--- src/rtl/cam_emu_pkg.sv ---
// cam_emu_pkg: shared state encoding, RGB565 field widths and colour-bar table
// for camera_emulator.
package cam_emu_pkg;

  typedef enum logic [2:0] {
    IDLE,
    VSYNC,
    VBACK,
    ACTIVE,
    VFRONT
  } cam_state_e;

  localparam int RGB_R_W = 5;
  localparam int RGB_G_W = 6;
  localparam int RGB_B_W = 5;
  localparam int PIX_W   = RGB_R_W + RGB_G_W + RGB_B_W;

  // Left-to-right bar order: white, yellow, cyan, green, magenta, red, blue, black.
  localparam logic [PIX_W-1:0] BAR_COLOURS [0:7] = '{
    16'hFFFF, 16'hFFE0, 16'h07FF, 16'h07E0,
    16'hF81F, 16'hF800, 16'h001F, 16'h0000
  };

  function automatic logic [PIX_W-1:0] bar_colour(input logic [2:0] idx);
    return BAR_COLOURS[idx];
  endfunction

endpackage

--- src/rtl/cam_emu_pclk.sv ---
// cam_pclk_gen: divides clk into cam_pclk and flags the clk cycles on which
// cam_pclk is about to rise or fall.
module cam_pclk_gen #(
  parameter int PCLK_DIV = 2
) (
  input  logic clk,
  input  logic reset_n,
  input  logic i_run,
  output logic o_pclk,
  output logic o_rise_tick,
  output logic o_fall_tick
);

  localparam logic [7:0] DIV_LAST = 8'(PCLK_DIV - 1);

  logic [7:0] r_div_cnt;
  logic       r_pclk;
  logic       w_toggle;

  assign w_toggle    = i_run && (r_div_cnt == DIV_LAST);
  assign o_rise_tick = w_toggle && !r_pclk;
  assign o_fall_tick = w_toggle && r_pclk;
  assign o_pclk      = r_pclk;

  // NOTE: state registers use non-blocking assignments so every flop samples pre-edge values.
  always_ff @(posedge clk or negedge reset_n) begin
    if (!reset_n) begin
      r_div_cnt <= '0;
      r_pclk    <= 1'b0;
    end else if (!i_run) begin
      r_div_cnt <= '0;
      r_pclk    <= 1'b0;
    end else if (w_toggle) begin
      r_div_cnt <= '0;
      r_pclk    <= !r_pclk;
    end else begin
      r_div_cnt <= r_div_cnt + 8'd1;
    end
  end

endmodule

--- src/rtl/camera_emulator.sv ---
// camera_emulator: replays a frame buffer as an OV7670-style RGB565 camera bus.
// Define CAM_EMU_TEST_PATTERN_EN to add test_mode and an internal colour-bar source.
module camera_emulator
  import cam_emu_pkg::*;
#(
  parameter int H_ACTIVE = 320,
  parameter int V_ACTIVE = 240,
  parameter int H_BLANK  = 144,
  parameter int V_SYNC   = 3,
  parameter int V_BACK   = 17,
  parameter int V_FRONT  = 10,
  parameter int PCLK_DIV = 2,
  parameter int ADDR_W   = 17
) (
  input  logic              clk,
  input  logic              reset_n,
  input  logic              enable,
  output logic              fb_rd_en,
  output logic [ADDR_W-1:0] fb_rd_addr,
  input  logic [PIX_W-1:0]  fb_rd_data,
`ifdef CAM_EMU_TEST_PATTERN_EN
  input  logic              test_mode,
`endif
  output logic              cam_pclk,
  output logic              cam_href,
  output logic              cam_vsync,
  output logic [7:0]        cam_data,
  output logic              frame_done
);

  localparam int          LINE_LEN = 2 * H_ACTIVE + H_BLANK;
  localparam logic [15:0] H_LAST   = 16'(LINE_LEN - 1);
  localparam logic [15:0] H_HREF   = 16'(2 * H_ACTIVE);
  localparam logic [15:0] VS_LAST  = 16'(V_SYNC - 1);
  localparam logic [15:0] VB_LAST  = 16'(V_BACK - 1);
  localparam logic [15:0] VA_LAST  = 16'(V_ACTIVE - 1);
  localparam logic [15:0] VF_LAST  = 16'(V_FRONT - 1);

  cam_state_e        r_state, w_next_state, w_succ_state;
  logic [15:0]       r_h_cnt, r_v_cnt, w_succ_h, w_succ_v, w_v_last;
  logic              w_line_end, w_sect_end, w_succ_href;
  logic              w_run, w_pclk, w_rise_tick, w_fall_tick;
  logic              w_rd_req, w_pattern_on, r_rd_pend;
  logic [PIX_W-1:0]  r_pix, w_pix;
  logic [ADDR_W-1:0] r_addr;
  logic              r_href, r_vsync, r_frame_done;
  logic [7:0]        r_data;

  // Keep the divider running until an in-flight pclk high phase has ended.
  assign w_run = (r_state != IDLE) || enable || w_pclk;

  cam_pclk_gen #(.PCLK_DIV(PCLK_DIV)) u_pclk_gen (
    .clk         (clk),
    .reset_n     (reset_n),
    .i_run       (w_run),
    .o_pclk      (w_pclk),
    .o_rise_tick (w_rise_tick),
    .o_fall_tick (w_fall_tick)
  );

  // NOTE: every signal written in an always_comb gets a default first, so no path infers a latch.
  always_comb begin
    w_v_last = 16'd0;
    unique case (r_state)
      VSYNC:   w_v_last = VS_LAST;
      VBACK:   w_v_last = VB_LAST;
      ACTIVE:  w_v_last = VA_LAST;
      VFRONT:  w_v_last = VF_LAST;
      default: w_v_last = 16'd0;
    endcase
  end

  assign w_line_end = (r_h_cnt == H_LAST);
  assign w_sect_end = w_line_end && (r_v_cnt == w_v_last);

  // r_state/r_h_cnt/r_v_cnt describe the pclk period now on the bus; the
  // successor is the period that the next fall tick will put on the bus.
  always_comb begin
    w_succ_state = r_state;
    w_succ_h     = w_line_end ? 16'd0 : r_h_cnt + 16'd1;
    w_succ_v     = w_sect_end ? 16'd0 : (w_line_end ? r_v_cnt + 16'd1 : r_v_cnt);
    unique case (r_state)
      IDLE: begin
        w_succ_state = enable ? VSYNC : IDLE;
        w_succ_h     = 16'd0;
        w_succ_v     = 16'd0;
      end
      VSYNC:   if (w_sect_end) w_succ_state = VBACK;
      VBACK:   if (w_sect_end) w_succ_state = ACTIVE;
      ACTIVE:  if (w_sect_end) w_succ_state = VFRONT;
      VFRONT:  if (w_sect_end) w_succ_state = enable ? VSYNC : IDLE;
      default: w_succ_state = IDLE;
    endcase
    w_next_state = w_fall_tick ? w_succ_state : r_state;
  end

  always_ff @(posedge clk or negedge reset_n) begin
    if (!reset_n) begin
      r_state <= IDLE;
    end else begin
      r_state <= w_next_state;
    end
  end

  always_ff @(posedge clk or negedge reset_n) begin
    if (!reset_n) begin
      r_h_cnt <= 16'd0;
      r_v_cnt <= 16'd0;
    end else if (w_fall_tick) begin
      r_h_cnt <= w_succ_h;
      r_v_cnt <= w_succ_v;
    end
  end

  assign w_succ_href = (w_succ_state == ACTIVE) && (w_succ_h < H_HREF);

`ifdef CAM_EMU_TEST_PATTERN_EN
  logic [15:0] w_x;
  logic [2:0]  w_bar;
  assign w_pattern_on = test_mode;
  assign w_x          = {1'b0, w_succ_h[15:1]};
  assign w_bar        = 3'((int'(w_x) * 8) / H_ACTIVE);
  assign w_pix        = test_mode ? bar_colour(w_bar) : r_pix;
`else
  assign w_pattern_on = 1'b0;
  assign w_pix        = r_pix;
`endif

  // Fetch on the rise tick just before the fall tick that shows the pixel's high byte.
  assign w_rd_req = w_rise_tick && w_succ_href && !w_succ_h[0] && !w_pattern_on;

  always_ff @(posedge clk or negedge reset_n) begin
    if (!reset_n) begin
      r_rd_pend    <= 1'b0;
      r_pix        <= '0;
      r_addr       <= '0;
      r_href       <= 1'b0;
      r_vsync      <= 1'b0;
      r_data       <= 8'd0;
      r_frame_done <= 1'b0;
    end else begin
      r_rd_pend <= w_rd_req;
      if (r_rd_pend) r_pix <= fb_rd_data;
      if (w_fall_tick && (w_succ_state == VSYNC) && (r_state != VSYNC)) begin
        r_addr <= '0;
      end else if (w_rd_req) begin
        r_addr <= r_addr + ADDR_W'(1);
      end
      r_frame_done <= w_fall_tick && (w_succ_state == ACTIVE) &&
                      (w_succ_v == VA_LAST) && (w_succ_h == H_HREF);
      if (w_fall_tick) begin
        r_vsync <= (w_succ_state == VSYNC);
        r_href  <= w_succ_href;
        r_data  <= w_succ_href ? (w_succ_h[0] ? w_pix[7:0] : w_pix[15:8]) : 8'd0;
      end
    end
  end

  assign fb_rd_en   = w_rd_req;
  assign fb_rd_addr = r_addr;
  assign cam_pclk   = w_pclk;
  assign cam_href   = r_href;
  assign cam_vsync  = r_vsync;
  assign cam_data   = r_data;
  assign frame_done = r_frame_done;

endmodule

--- config.mk ---
export PLATFORM = sky130hd
export DESIGN_NAME = camera_emulator
export DESIGN_NICKNAME = d
export VERILOG_FILES = /design/src/rtl/cam_emu_pkg.sv /design/src/rtl/cam_emu_pclk.sv /design/src/rtl/camera_emulator.sv
export SDC_FILE = /design/constraint.sdc
export NUM_CORES = 1
export LEC_CHECK = 0
export BUFFER_PORTS_ARGS = -buffer_cell sky130_fd_sc_hd__buf_4
export CORE_ASPECT_RATIO = 0.8
export CORE_MARGIN = 5
export CORE_UTILIZATION = 55
export DETAILED_ROUTE_END_ITERATION = 10
export PLACE_DENSITY = 0.75
export SLEW_MARGIN = 20
export SYNTH_ARGS = -nofsm -noshare
export SYNTH_HDL_FRONTEND = slang
export SYNTH_SLANG_ARGS = --single-unit
--- constraint.sdc ---
create_clock -name clk -period 3.85 [get_ports clk]
set_clock_uncertainty 0.2 [all_clocks]
set_input_delay 0.385 -clock clk [delete_from_list [all_inputs] [get_ports clk]]
set_output_delay 0.385 -clock clk [all_outputs]
set_load 0.01 [all_outputs]
---- Word level (Yosys, flattened, before mapping) ----
Cells that the tools add are included.
storage, ports and cells
  word-level logic and storage cells ...... 69
  flip-flop bits (word level) ............. 89
  output and inout port bits .............. 30
  input bits .............................. 19
operators by class
  reduce and logical (&&, ||, !) cells .... 19
  $lt $le $gt $ge ......................... 1
  add/subtract/negate cells ............... 4
  multiplexer cells ....................... 20
  eq/ne operators ......................... 13
operators with widths
  cell                                                   count
  2-to-1 mux 16 bit                                      5
  2-to-1 mux 17 bit                                      2
  adder 16 x 1 -> 16 bit, second input constant          2
  equality test 16 x 10 -> 1 bit, second input constant  2
  2-to-1 mux 8 bit                                       4
  one-hot mux 8 bit (4 select lines)                     1
  adder 17 x 1 -> 17 bit, second input constant          1
  equality test 16 bit                                   1
  equality test 16 x 8 -> 1 bit, second input constant   1
  < comparator 16 x 10 -> 1 bit, second input constant   1
  one-hot mux 3 bit (5 select lines)                     1
  logical AND 1 bit                                      12
  2-to-1 mux 3 bit                                       4
  equality test 3 x 2 -> 1 bit, second input constant    3
  adder 8 x 1 -> 8 bit, second input constant            1
  equality test 8 x 1 -> 1 bit, second input constant    1
  equality test 3 x 1 -> 1 bit, second input constant    2
  equality test 3 bit, second input constant             1
  zero test 3 bit                                        1
  2-to-1 mux 1 bit                                       3
  != test 3 x 1 -> 1 bit, second input constant          1
  nonzero test 3 bit                                     1
  zero test 1 bit                                        2
  logical OR 1 bit                                       2
  2 further kinds                                        2

---- Depth between registers and ports, before layout ----
Gate-level depths: netlist (run 1).
  word-level depth ........................ 12
  mapped depth ............................ 12

---- Modules after synthesis ----
A second synthesis (run 1) with hierarchy kept.
unflattened totals
  cells, all modules ...................... 583
  area total of the unflattened synthesis .. 5361.4 um^2
by module, submodules not included
  module           sequential area each (um^2)  area an instance (um^2)  cells each  instances
  camera_emulator  2001.9                       4918.5                   537         1
  cam_pclk_gen     225.2                        442.9                    46          1

---- Worst setup path before layout (run 1) ----
OpenSTA, ideal clock, no wires.
  kind .................................... reg2reg
  from .................................... register r_v_cnt[5]
  to ...................................... register r_addr[11] (netlist: fb_rd_addr[11])
  arrival time ............................ 2.689 ns
  stages on the path, launching flop included .. 11
  data required time ...................... 3.571 ns
  period minus slack after synthesis ...... 2.969 ns
  setup slack ............................. 0.881 ns
  path through ............................ dfrtp_1 > buf_6 > or4_4 > a21oi_2 > o2111ai_2 > nor3_4 > mux2_1 > o2111ai_1 > clkbuf_1 > nand2_1 > mux2i_1
on the way
  word-level cells in the longest chain between the ends .. 9
  elaborated cells on any way between the ends .. 16
  classes of those cells .................. eq/ne: 3; mux: 6; reduce/logical: 7
RTL lines
  what                                    RTL line                RTL
  start, declared                         camera_emulator.sv:40   logic [15:0] r_h_cnt, r_v_cnt, w_succ_h, w_succ_v, w_v_last;
  start signal, assigned                  camera_emulator.sv:111  r_v_cnt <= w_succ_v;
  equality test 16 bit (*)                camera_emulator.sv:74   assign w_sect_end = w_line_end && (r_v_cnt == w_v_last);
  logical AND 1 bit (*)                   camera_emulator.sv:74
  2-to-1 mux 3 bit (on tied branches)     n/a
  one-hot mux 3 bit (5 select lines) (*)  camera_emulator.sv:82   unique case (r_state)
  equality test 3 x 2 -> 1 bit            camera_emulator.sv:115  assign w_succ_href = (w_succ_state == ACTIVE) && (w_succ_h < H_HREF);
  logical AND 1 bit                       camera_emulator.sv:115
  logical AND 1 bit (2 in a row)          camera_emulator.sv:130  assign w_rd_req = w_rise_tick && w_succ_href && !w_succ_h[0] && !w_pattern_on;
  nonzero test 2 bit (no source line)     n/a
  end signal, assigned                    camera_emulator.sv:147  r_addr <= r_addr + ADDR_W'(1);
  end, declared                           camera_emulator.sv:45   logic [ADDR_W-1:0] r_addr;
Every way passes the cells marked *; elsewhere a longest branch is shown, timed or not.
A chain may end at the register's enable or synchronous reset.

---- Worst setup path after layout (run 1) ----
  from .................................... register r_h_cnt[8]
  to ...................................... output fb_rd_en
on the way
  word-level cells in the longest chain between the ends .. 8
  elaborated cells on any way between the ends .. 16
  classes of those cells .................. add/sub: 1; order compare: 1; eq/ne: 2; mux: 7; reduce/logical: 5
RTL lines
  what                                                                            RTL line                RTL
  start, declared                                                                 camera_emulator.sv:40
  start signal, assigned                                                          camera_emulator.sv:110  r_h_cnt <= w_succ_h;
  parallel branches: the longest is 7 deep, another holds adder 16 x 1 -> 16 bit  n/a
  logical AND 1 bit (*)                                                           camera_emulator.sv:130
  end, declared                                                                   camera_emulator.sv:18   output logic fb_rd_en,
Every way passes the cells marked *.

==> key figures, run 1 <==
Run status
  • Outcome: finished with violations
  • Failing checks: hold timing

Critical path
  • Critical-path top delay cell: dfrtp_1
  • CP Data Arrival Time: just under 3 ns
  • Cell Chain, Critical Path: nor4bb_1 > nand4_1 > or2_1 > nor3_4 > mux2_1 > buf_4 > and2_1 > buf_4
  • CP bufs+invs: 2
  • Critical Path Sink Type: output port
  • RR Startpoint: r_h_cnt[12]
  • Critical setup path kind: reg -> out
  • CP top delay family: simple AND/OR/NAND/NOR gates
  • Reg2reg path depth: 8
  • Crit-path max FO: 20
  • Crit-path most repeated cell: buf_4
  • Reg-to-reg endpoint: cam_data[1]
  • R2R Setup Slk: ~0.38 ns
  • Critical Path Start Type: flip-flop
  • CP max stage delay: between 0.5 and 0.6 ns
  • CP Data Required Time: about 3.3 ns

Logic synthesis
  • Yosys warnings: 0
  • Area leader, netlist: dfrtp_1
  • Top post-synthesis cells by area: dfrtp_1 (43%), nand2_1 (4.7%), o21ai_0 (4.2%)
  • Synth Flop Type: dfrtp_1
  • Avg Inst Size Synth: slightly above 9 um^2
  • Yosys cell types: roughly 60
  • Mapped Area: about 5200 um^2
  • Post-synth EDFFs: 0
  • Flops & latches, synth: between 80 and 90
  • Post-Syn Nets: a little under 600
  • Synth top area share: roughly 43%
  • Sequential fraction of the synthesis area: 43.0%
  • Cells after Synth: around 570
  • Async S/R FF share, synth: 100%

Timing
  • # setup viols final: 0
  • Hold slack final: -0.0325 ns
  • Fin crit share: between 90 and 100%
  • Final hold vios: 25
  • Slew @ Worst Pin: about 0.97 ns
  • Fin Setup TNS: 0 ns
  • RSZ-0062 raised after global routing: false
  • FMAX: 281 MHz
  • Final setup margin: between 0.2 and 0.3 ns
  • Relative slew slack: 34.6%
  • Fin. max-slew vios: 0
  • Post-layout min period: between 3 and 4 ns

Final layout
  • Number of diodes: 0
  • Share of layout cells above drive strength 1: 19.0%
  • Filler cell count: approximately 740
  • Final Cell Area: 5890 um^2
  • Final core occ: 64.7%
  • NumNets Final: ~630
  • Syn-to-layout area delta: 13.8%

Power
  • Pwr Density: between 300 and 400 nW/um^2
  • Maximum vdd ir drop: 0.287 mV
  • Leak Pwr: ~2.7 nW
  • Power Total: about 1.9 mW

Clock tree
  • TritonCTS clock tree: built
  • Max Root-Sink Buffers: 2
  • Clk_lat worst skew: 0.35 ns
  • Clk sinks: just under 90
  • Post-CTS Setup Inserts: 0
  • Clock Pin Slew Worst Setup and Hold Paths: roughly 0.07 ns
  • CTS Hold Bufs: 0
  • Clock buffer count from CTS: 9
  • H-tree Lvls: 3
  • CTS Root Cell: clkbuf_16
  • Post-CTS sizing: 0

Detailed routing
  • DRC: 0
  • WL final: approximately 13 mm
  • Avg Vias per Cell: 6.21
  • Initial DRC Count: 431
  • First drt pass iteration count: 5
  • ANT nets after route: 0
  • Wire per inst: about 17 um
  • Via Count: roughly 4500

Placed design
  • Port bufs: between 40 and 50
  • Worst slack at placement: around 0.46 ns
  • Area post-placement: ~5600 um^2
  • GP Congestion: slightly above 0.9
  • Final HPWL DP: 8.65 mm

Global routing
  • Pin count of the biggest net entering global routing: between 70 and 80
  • Gr usage total: between 20% and 30%
  • First-pass GRT wire length: 21.5 mm
  • Vias in the first global route: between 4000 and 5000
  • Total congestion overflow: 0
  • Initial antenna violation count: 0

Min path
  • Worst hold path class: in -> async

Run
  • Max Cap Viol: 0

Floorplan
  • DIE HEIGHT: 96.8 um
  • Area of the core: roughly 9100 um^2
  • I/O pin count: 49
  • Die width: between 100 and 150 um
  • Floorplan row count: 31
  • Die footprint: 11500 um^2
  • Initial core utilization: a little under three fifths
-- where the power goes --
part / internal [mW] / switching (mW)
Clock: 0.513 / 0.400
Combinational: 0.0221 / 0.0289
Sequential: 0.939 / 0.00540
Total: 1.47 / 0.434
-- per-layer routing --
layer	vias up	routed length, um	track usage [%]
li1	2151	-	-
met1	2134	5700	32.6
met2	195	5820	34.0
met3	18	940	5.13
met4	0	140	6.10
met5	-	0	0
-- worst max-delay path by stage --
stage,start,cells past startpoint,end
6_report,r_h_cnt[8],8,fb_rd_en
5_1_grt,r_h_cnt[0],8,fb_rd_en
4_1_cts,r_h_cnt[4],8,fb_rd_en
3_5_place_dp,r_h_cnt[12],8,cam_data[3]
3_3_place_gp,r_h_cnt[12],8,cam_data[4]
2_1_floorplan,r_v_cnt[5],10,fb_rd_addr[11]
-- area by class of cell --
type                    instances  area, um^2  share of cell area (%)
clock buffers                  10         229                    3.89
repair buffers                 57         428                    7.26
multi-input cells             430        2730                    46.3
inverters                      17        63.8                    1.08
flip-flops and latches         89        2230                    37.8
well taps                     115         144                    2.44
clock inverters                 6        73.8                    1.25
-- through the flow --
stage / instances / hold slack, ns
floorplan: 572 / -0.111
global placement: 708 / 0.266
detailed placement: 708 / 0.268
finish: 724 / -0.0325
CTS: 724 / 0.0190
global route: 724 / 0.0607
-- Yosys cell counts, drive strengths merged (3+ instances only) --
cell type / number
a21oi: 13
xnor2: 5
ha: 5
buf: 12
nand2: 65
o31ai: 16
or4: 3
mux2i: 20
and2: 10
o21ai: 52
xor2: 8
a31oi: 9
mux2: 19
and3: 16
or2: 3
a21o: 3
nor3: 10
and4: 3
nand4: 23
o41ai: 3
nor4: 21
nand2b: 13
nor2: 37
a31o: 7
dfrtp: 89
clkbuf: 24
or3: 9
nor2b: 6
nand3: 28
inv: 17
-- cell families (layout without fill, tap and decap cells) --
logic type	after synthesis	count (layout)	share of synthesized area (%)
compound gates	118	118	15.2
xor+xnor	13	13	2.20
fa+ha+maj	5	5	1.21
buf+inv	53	90	4.45
flops	89	89	43.0
mux	39	39	8.00
simple gates	255	255	25.9
-- sequential cells by signal (all words and copies together) (netlist names) --
name / flops
fb_rd_addr: 17
r_h_cnt: 16
r_pix: 16
r_v_cnt: 16
cam_data: 8
u_pclk_gen.r_div_cnt: 8
r_state: 3
cam_href: 1
cam_vsync: 1
frame_done: 1
r_rd_pend: 1
u_pclk_gen.o_pclk: 1
-- layout by cell type, fill, tap and decap left out, drive strengths merged, types with 19 or more instances in the layout --
cell and n:
nand4 23, mux2i 20, nor2 37, buf 57, nor4 21, inv 20
o21ai 52, nand2 65, mux2 19, dfrtp 89, nand3 28
Power figures use the tool's default switching activity.
==> run 2, diff against run 1 <==
--- a/config.mk
+++ b/config.mk
@@ -14,4 +14,5 @@
 export SLEW_MARGIN = 20
 export SYNTH_ARGS = -nofsm -noshare
 export SYNTH_HDL_FRONTEND = slang
+export SYNTH_HIERARCHICAL = 1
 export SYNTH_SLANG_ARGS = --single-unit
==> run 2 against run 1 <==
Clock power decreased by 6.2%; sequential cell count unchanged; the flow now finishes without violations; sequential share of layout area down 1.7 points; fmax is 3.6% lower; highest routed layer unchanged.
==> key figures, run 2 <==
Run status
  • Outcome: finished, final reports clean

Final layout
  • Share of layout cells above drive strength 1: just over 20%
  • Number of diodes: 0
  • Largest register FFs: 17
  • Final core occ: between 60 and 70%
  • Most frequent cells in the layout: dfrtp_1 (85), buf_4 (61), o21ai_0 (53)
  • Flip-flop and latch area: roughly 2200 um^2
  • Syn-to-layout area delta: 15.4%
  • Final Cell Area: just over 6000 um^2
  • Multi-input logic area: about 3000 um^2
  • Most common cell after layout, fill and taps aside: dfrtp_1
  • NumNets Final: 638
  • Filler cell count: 763

Detailed routing
  • DRC: 0
  • WL final: approximately 13 mm
  • Initial DRC Count: about 420
  • Via Count: 4783
  • Wire per inst: about 18 um
  • First drt pass iteration count: 6
  • Avg Vias per Cell: 6.48
  • ANT nets after route: 0

Floorplan
  • DIE HEIGHT: around 98 um
  • Area of the core: about 9600 um^2
  • I/O pin count: a little under 50
  • Die width: ~120 um
  • Die footprint: roughly 12000 um^2
  • Floorplan row count: 32
  • Initial core utilization: 56.0%

Logic synthesis
  • Sequential fraction of the synthesis area: 41.5%
  • Largest family of logic cells by synthesized area: simple AND/OR/NAND/NOR gates
  • Top post-synthesis cells by area: dfrtp_1 (42%), o21ai_0 (4.9%), nand2_1 (3.7%)
  • Mux cell area share after synthesis: 5.81%
  • Area leader, netlist: dfrtp_1
  • Avg Inst Size Synth: around 9 um^2
  • Synth Flop Type: dfrtp_1
  • Mapped Area: 5360 um^2
  • Post-synth EDFFs: 0
  • Flops & latches, synth: 89
  • Cells after Synth: between 500 and 600
  • Simple-gate share of the synthesized area: 22.8%
  • Post-synthesis compound-gate area fraction: between 20 and 25%
  • Commonest cells in the netlist: dfrtp_1 (89), nand2_1 (53), o21ai_0 (53)
  • Synth Area in Adders: around 1.2%
  • Yosys cell types: 62
  • Async S/R FF share, synth: 100%
  • Yosys warnings: 6
  • Synth top area share: between 40% and 50%
  • Xor and xnor area share after synthesis: 1.80%
  • Most common cell in the netlist: dfrtp_1
  • Post-Syn Nets: 607

Timing
  • Slew @ Worst Pin: 1.02 ns
  • Post-layout min period: 3.70 ns
  • Final setup margin: ~0.15 ns
  • # setup viols final: 0
  • Fin crit share: between 90% and 100%
  • Fin Setup TNS: 0 ns
  • Relative slew slack: 31.8%
  • Hold slack final: just over 0.06 ns
  • Final hold vios: 0
  • FMAX: around 270 MHz
  • Fin. max-slew vios: 0

Critical path
  • Critical-path top delay cell: or4_4
  • RR Startpoint: r_v_cnt[10]
  • CP Data Arrival Time: 3.11 ns
  • Cell Chain, Critical Path: or4_4 > a211oi_2 > o31ai_1 > or4_4 > o2bb2ai_4 > buf_4 > nor2_1 > buf_4
  • Critical setup path kind: reg -> out
  • CP top delay family: simple AND/OR/NAND/NOR gates
  • Critical Path Start Type: flip-flop
  • CP bufs+invs: 2
  • Crit-path max FO: 36
  • Critical Path Sink Type: output port
  • Critical path origin: r_v_cnt[10]
  • CP Data Required Time: 3.26 ns
  • CP max stage delay: about 0.60 ns

Power
  • Maximum vdd ir drop: just over 0.4 mV
  • Leak Pwr: between 2 and 3 nW
  • Pwr Density: approximately 540 nW/um^2

Clock tree
  • Clk_lat worst skew: about 0.35 ns
  • CTS Root Cell: clkbuf_16
  • Clock Pin Slew Worst Setup and Hold Paths: 0.07 ns
  • Clock buffer count from CTS: 9
  • Clk sinks: 89
  • TritonCTS clock tree: built
  • Max Root-Sink Buffers: 2
  • H-tree Lvls: 3

Placed design
  • Worst slack at placement: 0.215 ns
  • Final HPWL DP: between 9 and 10 mm
  • Port bufs: 48
  • Area post-placement: 5800 um^2
  • GP Congestion: between 0.9 and 1

Run
  • Max Cap Viol: 0

Min path
  • Worst hold path class: in -> reg
  • Min-delay src: fb_rd_data[9]

Global routing
  • First-pass GRT wire length: around 22 mm
  • Pin count of the biggest net entering global routing: 79
  • Gr usage total: 23.1%
  • Vias in the first global route: about 4500
  • Initial antenna violation count: 0
  • Total congestion overflow: 0
[run 2: power breakdown]
group | internal [mW] | leakage (nW) | total (mW) | switching, mW
logic | 0.474 | 1.21 | 1.18 | 0.701
clock network | 0.449 | 0.139 | 0.856 | 0.407
registers | 1.10 | 1.21 | 1.29 | 0.185
total | 2.03 | 2.56 | 3.32 | 1.29
[run 2: per-stage QoR]
stage / power, mW / cells
after floorplan: 2.06 / 583
after global placement: 2.37 / 720
after detailed placement: 2.42 / 720
after CTS: 3.28 / 736
after global routing: 3.51 / 738
final: 3.32 / 738
[run 2: cell families after synthesis]
| group | count (synthesis) |
|---|---|
| AO/OA/AOI/OAI | 172 |
| XOR/XNOR | 11 |
| adder cells (fa/ha/maj) | 5 |
| buffers and inverters | 60 |
| flip-flops | 89 |
| multiplexers | 29 |
| AND/OR/NAND/NOR | 217 |
[run 2: layer usage]
layer	global-route usage, %	vias up	wire length, um	part of all wire [%]
met5	0	-	0	0
met4	6.71	0	170	1.3
met3	5.10	17	1020	7.6
met2	34.7	183	6290	47
met1	33.6	2304	5960	44
li1	-	2279	-	-
[run 2: what timing repair did]
item | CTS | global route
buffers inserted | 0 | 1
setup endpoints to repair | 0 | 11
gates resized for setup | 0 | 20
endpoints found under the hold margin | 0 | 77
hold buffers | 0 | 1
[run 2: final timing paths]
kind                       slack [ns]            end  depth (start not counted)
setup / recovery                 0.15       fb_rd_en                          8
setup reg to reg                 0.34    cam_data[3]                          7
min in group asynchronous        0.42     r_v_cnt[5]                          2
hold reg to reg                  0.30    cam_data[1]                          1
max in group asynchronous        2.39  fb_rd_addr[7]                          3
hold / removal                   0.06       r_pix[9]                          2
[run 2: layout make-up]
cell class / count / share of cell area, %
Inverter: 16 / 1.03
Sequential cell: 89 / 36.1
Timing Repair Buffer: 64 / 8.07
Clock buffer: 9 / 3.64
Tap cell: 119 / 2.41
Clock inverter: 7 / 0.950
Multi-Input combinational cell: 434 / 47.8
==> run 3, diff against run 2 <==
--- a/config.mk
+++ b/config.mk
@@ -5,12 +5,11 @@
 export SDC_FILE = /design/constraint.sdc
 export NUM_CORES = 1
 export LEC_CHECK = 0
-export BUFFER_PORTS_ARGS = -buffer_cell sky130_fd_sc_hd__buf_4
+export BUFFER_PORTS_ARGS = -buffer_cell sky130_fd_sc_hd__buf_2
 export CORE_ASPECT_RATIO = 0.8
 export CORE_MARGIN = 5
-export CORE_UTILIZATION = 55
+export CORE_UTILIZATION = 35
 export DETAILED_ROUTE_END_ITERATION = 10
-export PLACE_DENSITY = 0.75
 export SLEW_MARGIN = 20
 export SYNTH_ARGS = -nofsm -noshare
 export SYNTH_HDL_FRONTEND = slang
==> run 3 against run 2 <==
Global-route usage down 7.3 points; routed wire length rose by 3.2%; cell count is 9.6% higher; highest routed layer unchanged.
==> key figures, run 3 (synthesis gave the netlist of run 2 again) <==
Detailed routing
  • Via Count: 4820
  • First drt pass iteration count: 5
  • Wire per inst: ~17 um
  • ANT nets after route: 0
  • DRC: 0
  • Initial DRC Count: approximately 380
  • Avg Vias per Cell: between 5 and 6
  • WL final: 13.9 mm

Critical path
  • Crit path depth: 8
  • Crit-path max FO: 36
  • Critical Path Start Type: flip-flop
  • Reg2reg path depth: 7
  • Critical setup path kind: reg -> out
  • CP top delay family: simple AND/OR/NAND/NOR gates
  • Critical Path Sink Type: output port
  • CP bufs+invs: 2
  • Cell Chain, Critical Path: nor4_2 > and4_2 > o31ai_1 > or4_4 > o2bb2ai_4 > buf_4 > nor2_1 > buf_2
  • CP Data Required Time: between 3 and 4 ns
  • CP max stage delay: around 0.58 ns
  • Critical-path top delay cell: or4_4
  • CP Data Arrival Time: 3.10 ns

Timing
  • Fin crit share: between 90% and 100%
  • Post-layout min period: roughly 3.7 ns
  • Final hold vios: 0
  • Slew @ Worst Pin: slightly below 0.9 ns
  • Hold slack final: between 0.06 and 0.07 ns
  • Fin. max-slew vios: 0
  • FMAX: between 200 and 300 MHz
  • Final setup margin: 0.164 ns
  • Relative slew slack: around 41%
  • # setup viols final: 0

Final layout
  • Final core occ: approximately two fifths
  • Syn-to-layout area delta: 15.4%
  • Share of layout cells above drive strength 1: 20.6%
  • Final Cell Area: between 6000 and 7000 um^2
  • NumNets Final: 640
  • Most common cell after layout, fill and taps aside: dfrtp_1
  • Most frequent cells in the layout: dfrtp_1 (86), o21ai_0 (53), nand2_1 (52)
  • Number of diodes: 0
  • Largest register FFs: 17

Floorplan
  • Die width: around 150 um
  • Area of the core: roughly 15000 um^2
  • Die footprint: 17900 um^2
  • I/O pin count: between 40 and 50
  • Initial core utilization: roughly 36%
  • DIE HEIGHT: between 100 and 150 um
  • Floorplan row count: 40

Placed design
  • Final HPWL DP: 9.43 mm
  • Port bufs: 48
  • Area post-placement: between 5000 and 6000 um^2
  • GP Congestion: 0.864
  • Worst slack at placement: 0.237 ns

Global routing
  • Vias in the first global route: 4544
  • Pin count of the biggest net entering global routing: 79
  • Gr usage total: 15.8%
  • Total congestion overflow: 0
  • First-pass GRT wire length: roughly 23 mm
  • Initial antenna violation count: 0

Min path
  • Worst hold path class: in -> reg
  • Hold depth: 2

Clock tree
  • Clk_lat worst skew: between 0.3 and 0.4 ns
  • CTS Root Cell: clkbuf_16
  • Clock buffer count from CTS: 9
  • Clock Pin Slew Worst Setup and Hold Paths: around 0.070 ns
  • H-tree Lvls: 3
  • Max Root-Sink Buffers: 2
  • TritonCTS clock tree: built
  • Clk sinks: just under 90

Power
  • Maximum vdd ir drop: 0.269 mV
  • Pwr Density: between 500 and 600 nW/um^2
  • Leak Pwr: 2.58 nW

Run status
  • Outcome: finished, final reports clean

Run
  • Max Cap Viol: 0
==> run 3: per-stage QoR <==
stage	TNS (ns)	std cells	total power, mW
after detailed placement	0	792	2.42
final	0	809	3.36
after global placement	0	792	2.38
after global routing	-0.00111	809	3.58
after floorplan	0	583	2.06
after CTS	0	807	3.34
==> run 3: repair_timing <==
action / 4_1_cts / 5_1_grt
gates resized for setup: 1 / 18
pin swaps: 0 / 1
buffers inserted: 0 / 1
endpoints found under the hold margin: 0 / 77
hold buffers: 0 / 1
setup endpoints to repair: 1 / 1
==> run 3: path summary, 6_finish.rpt <==
path	from	end	slack, ns
max	r_h_cnt[10]	fb_rd_en	0.16
min	fb_rd_data[0]	r_pix[0]	0.06
max reg2reg	r_h_cnt[10]	cam_data[4]	0.40
min reg2reg	cam_data[2]	cam_data[2]	0.30
max in group asynchronous	reset_n	r_v_cnt[11]	2.36
min in group asynchronous	reset_n	u_pclk_gen/r_div_cnt[5]	0.44
==> run 3: area by class of cell <==
cell class                 instances  area, um^2
multi-input combinational        434        2970
clock inverter                     6        72.6
sequential                        89        2230
clock buffer                       9         225
inverter                          16        60.1
timing repair buffer              66         397
tap                              189         236
fill                            1488        8830
==> run 3: power by group <==
group	switching, mW	internal [mW]	total [mW]
clock network	0.399	0.510	0.910
logic	0.701	0.474	1.18
registers	0.179	1.10	1.28
==> run 3: per-layer routing <==
layer | global-route usage (%) | vias to the layer above | wire length (um)
met5 | 0 | - | 0
met4 | 4.67 | 0 | 197
met3 | 3.26 | 16 | 810
met2 | 23.1 | 150 | 6220
met1 | 23.4 | 2364 | 6630
li1 | - | 2290 | -
